<file path="src/rtl/piso_serializer.sv">
// Parallel-in serial-out transmitter: takes a WIDTH-bit word over valid/ready and
// emits one bit per shift_en cycle with frame markers; consecutive words stream gaplessly.
module piso_serializer #(
  parameter int WIDTH     = 4,
  parameter bit MSB_FIRST = 1'b0
) (
  input  logic             clk,
  input  logic             rst,
  input  logic             in_valid,
  input  logic [WIDTH-1:0] in_data,
  output logic             in_ready,
  input  logic             shift_en,
  output logic             ser_out,
  output logic             ser_valid,
  output logic             frame_start,
  output logic             frame_last
);

  localparam int              CW       = (WIDTH > 1) ? $clog2(WIDTH) : 1;
  localparam logic [CW-1:0]   LAST_CNT = CW'(WIDTH - 1);

  typedef enum logic {
    IDLE  = 1'b0,
    SHIFT = 1'b1
  } state_t;

  state_t           r_state, w_state_nxt;
  logic [WIDTH-1:0] r_shreg, w_shreg_nxt;
  logic [CW-1:0]    r_cnt,   w_cnt_nxt;
  logic             w_last;
  logic             w_accept;

  assign w_last   = (r_state == SHIFT) && (r_cnt == LAST_CNT);
  // The only input-to-output path: a new word may be taken in the same cycle the
  // last bit of the current word is consumed.
  assign in_ready = rst && ((r_state == IDLE) || (w_last && shift_en));
  assign w_accept = in_valid && in_ready;

  assign ser_valid   = (r_state == SHIFT);
  assign ser_out     = ser_valid && (MSB_FIRST ? r_shreg[WIDTH-1] : r_shreg[0]);
  assign frame_start = (r_state == SHIFT) && (r_cnt == '0);
  assign frame_last  = w_last;

  always_comb begin
    // NOTE: every next-state signal gets a default first so no path leaves it unassigned (no latches).
    w_state_nxt = r_state;
    w_shreg_nxt = r_shreg;
    w_cnt_nxt   = r_cnt;
    if (w_accept) begin
      w_state_nxt = SHIFT;
      w_shreg_nxt = in_data;
      w_cnt_nxt   = '0;
    end else if ((r_state == SHIFT) && shift_en) begin
      if (w_last) begin
        w_state_nxt = IDLE;
        w_shreg_nxt = '0;
        w_cnt_nxt   = '0;
      end else begin
        w_shreg_nxt = MSB_FIRST ? (r_shreg << 1) : (r_shreg >> 1);
        w_cnt_nxt   = r_cnt + CW'(1);
      end
    end
  end

  always_ff @(posedge clk) begin
    // NOTE: state registers use non-blocking assignments so all flops update together at the edge.
    if (!rst) begin
      r_state <= IDLE;
      r_shreg <= '0;
      r_cnt   <= '0;
    end else begin
      r_state <= w_state_nxt;
      r_shreg <= w_shreg_nxt;
      r_cnt   <= w_cnt_nxt;
    end
  end

endmodule
</file>
<file path="config.mk">
export PLATFORM = sky130hd
export DESIGN_NAME = piso_serializer
export DESIGN_NICKNAME = d
export VERILOG_FILES = /design/src/rtl/piso_serializer.sv
export SDC_FILE = /design/constraint.sdc
export NUM_CORES = 1
export LEC_CHECK = 0
export ABC_AREA = 1
export BUFFER_PORTS_ARGS = -buffer_cell sky130_fd_sc_hd__buf_2
export CORE_AREA = 2 2 39 41
export DETAILED_ROUTE_END_ITERATION = 8
export DIE_AREA = 0 0 41 43
export PLACE_DENSITY = 0.61
export SLEW_MARGIN = 30
export SYNTH_ARGS = -nofsm -noshare
export SYNTH_HDL_FRONTEND = slang
export SYNTH_SLANG_ARGS = --single-unit
</file>
<file path="constraint.sdc">
create_clock -name clk -period 2.8 [get_ports clk]
set_clock_uncertainty 0.05 [all_clocks]
set_input_delay 0 -clock clk [delete_from_list [all_inputs] [get_ports clk]]
set_output_delay 0 -clock clk [all_outputs]
set_load 0.03 [all_outputs]
</file>
* Yosys cells after proc, flatten, opt, wreduce, memory -nomap -nowiden
Index checks and enable logic that the tools add are counted.
Word-level totals: word-level logic and storage cells 27, output and inout bits 5, flip-flop bits (word level) 7, memories 0, bits in latches 0, RAM bits 0, ROM bits 0
Operators by class: shifts and indexed selects 0, $add $sub $neg 1, bitwise logic cells 2, multiplexer cells 7, div/mod/pow operators 0, eq/ne operators 1, magnitude comparators 0, reduce and logical (&&, ||, !) cells 13, $mul 0
Operator list (number):
- $mux W4 | 2
- $logic_and A1 B1 Y1 | 7
- $reduce_bool A2 Y1 | 2
- $mux W1 | 3
- $mux W3 | 1
- $add A2 B1 Y2 const B | 1
- $eq A2 B2 Y1 const B | 1
- $logic_not A2 Y1 | 1
- $mux W2 | 1
- $not A1 Y1 | 2
- $reduce_and A2 Y1 | 1
- $reduce_or A2 Y1 | 1
- $logic_or A1 B1 Y1 | 1

* Depth between registers and ports, before layout
depth in word-level cells 8, mapped depth 8, gate-level depth less buffers 8

* Least setup slack after synthesis
Ideal clock, no wire load.
path kind register -> register, start reg r_cnt[0], end reg r_shreg[0], library setup time 0.062 ns, slack 1.456 ns, data required time 2.688 ns, data arrival time 1.232 ns, cell stages (with the launch flop) 8, clock period less this slack 1.344 ns, path buffers 0, cells stage by stage dfxtp_1 ha_1 nand2_2 a21oi_4 nand3_1 nand2_1 inv_1 nor2_2
On the way: word-level cells in the longest chain between the ends 7, elaborated cells between the ends (all ways) 10, classes of those cells eq/ne (1); mux (3); reduce/logical (6)
RTL lines:
- start, declared | RTL line 29 | logic [CW-1:0] r_cnt, w_cnt_nxt;
- start signal, assigned | RTL line 74 | r_cnt <= w_cnt_nxt;
- $eq A2 B2 Y1 (*) | RTL line 33 | assign w_last = (r_state == SHIFT) && (r_cnt == LAST_CNT);
- $logic_and A1 B1 Y1 (*) | RTL line 33
- $logic_and A1 B1 Y1 (*) | RTL line 36 | assign in_ready = rst && ((r_state == IDLE) || (w_last && shift_en));
- $logic_or A1 B1 Y1 (*) | RTL line 36
- $logic_and A1 B1 Y1 (*) | RTL line 36
- via in_ready | RTL line 11 | output logic in_ready,
- $logic_and A1 B1 Y1 (*) | RTL line 37 | assign w_accept = in_valid && in_ready;
- $mux W4 or $reduce_bool A2 Y1 (tied branches)
- end signal, assigned | RTL line 73 | r_shreg <= w_shreg_nxt;
- end, declared | RTL line 28 | logic [WIDTH-1:0] r_shreg, w_shreg_nxt;
The timed path passes the listed nets; every way through them passes the cells marked *. The select of a mux whose other input is x is not followed. A chain may end at the register's enable or synchronous reset.

* Worst setup path in the final report
start reg r_cnt[0], end out in_ready
On the way: word-level cells in the longest chain between the ends 5
RTL lines (RTL line):
- $eq A2 B2 Y1 | 33
- $logic_and A1 B1 Y1 | 33
- $logic_and A1 B1 Y1 | 36
- $logic_or A1 B1 Y1 | 36
- $logic_and A1 B1 Y1 | 36
- end, declared | 11
No other way between the ends.

==> results.toml <==
[logic_synthesis]
netlist.area_leader.share = 0.3275
yosys.area.top_type = "dfxtp_1"
synthSimpleGateAreaFrac = 0.3421
synth_xor_area_frac = 0
ys_warn_count = 0
ys_types = 17
muxShareOfSynthArea = 0
netlist_top_cells_area = "dfxtp_1 (33%), nand2_1 (9.6%), nand3_1 (9.4%)"
ys_seq_area_frac = 0.3275
syn_area_um2 = 427.9
syn_area_per_cell_um2 = 7.015
synth_compound_area_frac = 0.1433
synthAdderAreaFrac = 0.05848
syn_inst = 61
synth_nets = 71
ys_ff_latch = 7
synth_top_family_by_area = "simple AND/OR/NAND/NOR gates"

[worst_setup_path]
cp-start-kind = "flip-flop"
cp_max_fo = 5
endpoint_kind = "primary output"
arrival_ns = 1.40
criticalPathCategory = "reg2out"
critPathMaxStageDelay_ns = 0.37
crit_buf_inv = 1
worstPathCellList = "ha_1 > nand2_2 > a21oi_4 > buf_2"
r2r_slack_ns = 1.40
crit_required_ns = 2.75
cp_slowest_cell = "dfxtp_1"
cpLargestDelayFamily = "flip-flops"

[place]
portBuffers = 12
place_ws_ns = 1.401
hpwl_um = 653.5
place_congestion = 0.8086

[drt]
wire_per_inst_um = 8.832
wl_um = 839
drt_iter0_drc = 5
viasPerCell = 4.463
ant_nets = 0
vias = 424
first_pass_iters = 4
drc = 0

[global_routing]
grt_overflow = 0
grt_use_total = 0.1186
grt_pass1_wl_um = 1386
grt_pass1_vias = 341
grt_max_degree = 11
antenna_found_initial = 0

[timing]
slew-limit-headroom = 0.7291
final_max_slew_viol_count = 0
tightest_slew_ns = 0.4057
fin_crit_ns = 1.451
final_hold_viol_count = 0
fin_setup_tns_ns = 0
finalCritPeriodShare = 0.5183
fmax_ghz = 0.6890
setup_viol = 0
finalWorstSetupSlack_ns = 1.349
rsz0062_at_grt = "false"

[cells_and_area]
layout-drive-gt1-share = 0.2785
layout_common_cells = "buf_2 (12), nand2_1 (11), inv_1 (10)"
n_antenna_cell = 0
layout_commonest_cell = "buf_2"
layout.nets = 90
areaGrowthSynthToFinish_pct = 28.66

[run]
cap_violations = 0

[clock_tree]
clock_latency_ns = 0.25
clock-sinks = 7
path_clk_slew_ns = 0.05
cts_resized = 0
h-tree-depth = 1
clockRootBuffer = "clkbuf_4"
cts_tree = "yes"
cts_buffers = 3
clock_path_buffers = 2

[floorplan]
coreArea_um2 = 1384
fp.dieW_um = 41
io_pins = 13
die_h_um = 43
row_count = 14
start_util = 0.3092
die_area_um2 = 1763

[pwr]
max-vdd-ir-drop_uv = 238.5
pwr_density_cell_nw_per_um2 = 461.4
p_leak_uw = 0.0002917

[worst_hold_path]
hold_path.class = "in2reg"

[outcome]
status = "finished, final reports clean"
metrics by stage:
stage | utilization | cell area, µm² | total power (µW) | std cells | hold slack (ns)
finish | 0.3978 | 550.5 | 254.0 | 95 | 0.01849
global route | 0.3978 | 550.5 | 275.4 | 95 | 0.02908
CTS | 0.3906 | 540.5 | 258.0 | 94 | 0.006622
detailed placement | 0.3571 | 494.2 | 162.3 | 88 | 0.2372
global placement | 0.3571 | 494.2 | 162.0 | 88 | 0.2243
floorplan | - | 427.9 | 148.7 | 61 | 0.07433
area by class of cell:
class / instances / area, µm²
Multi-Input combinational cell: 42 / 232.7
Clock buffer: 4 / 26.28
Fill cell: 153 / 833.3
Timing Repair Buffer: 15 / 90.09
Inverter: 11 / 41.29
Tap cell: 16 / 20.02
Sequential cell: 7 / 140.1
kinds of logic after synthesis:
group | count (synthesis)
AOI/OAI and AO/OA | 10
adders and majority gates | 2
buffers and inverters | 12
DFF | 7
and+or+nand+nor | 30
flip-flops by register name (all words and copies together) (netlist names):
name and cells:
r_cnt 2, r_shreg 4, ser_valid 1
report_power, final:
part           switching, µW  internal, µW  leakage [µW]
Clock                   36.6          54.3     0.0000150
Combinational           30.5          21.2      0.000219
Sequential              5.54           106     0.0000573
routing by layer:
metal	vias up	track usage	wire length, µm
li1	232	-	-
met1	182	0.1548	432
met2	10	0.1531	370
met3	0	0.09424	37
met4	0	0.02000	0
met5	-	0	0
worst paths after layout:
| path | from | endpoint | depth (start not counted) |
|---|---|---|---|
| worst max-delay path | r_cnt[0] | in_ready | 4 |
| worst min-delay path | in_data[2] | r_shreg[2] | 5 |
| worst max register to register | r_cnt[0] | r_shreg[0] | 8 |
| worst min register to register | r_shreg[3] | r_shreg[3] | 2 |
Yosys cell counts (all sizes together):
cell and n:
nor2 4, ha 2, and2 1, nand2 14, clkbuf 1, nand3 9, a21oi 7, nand3b 1
dfxtp 7, inv 11, o21ai 3, nor3 1
worst min-delay path, delay by kind of cell:
| family | cells | cell delay [ns] |
|---|---|---|
| buffers and inverters | 2 | 0.14 |
| and+or+nand+nor | 3 | 0.15 |
what timing repair did:
action	in CTS	in global routing
setup buffers	0	0
hold buffers	2	1
endpoints found under the hold margin	3	1
(Power assumes the default switching activity.)
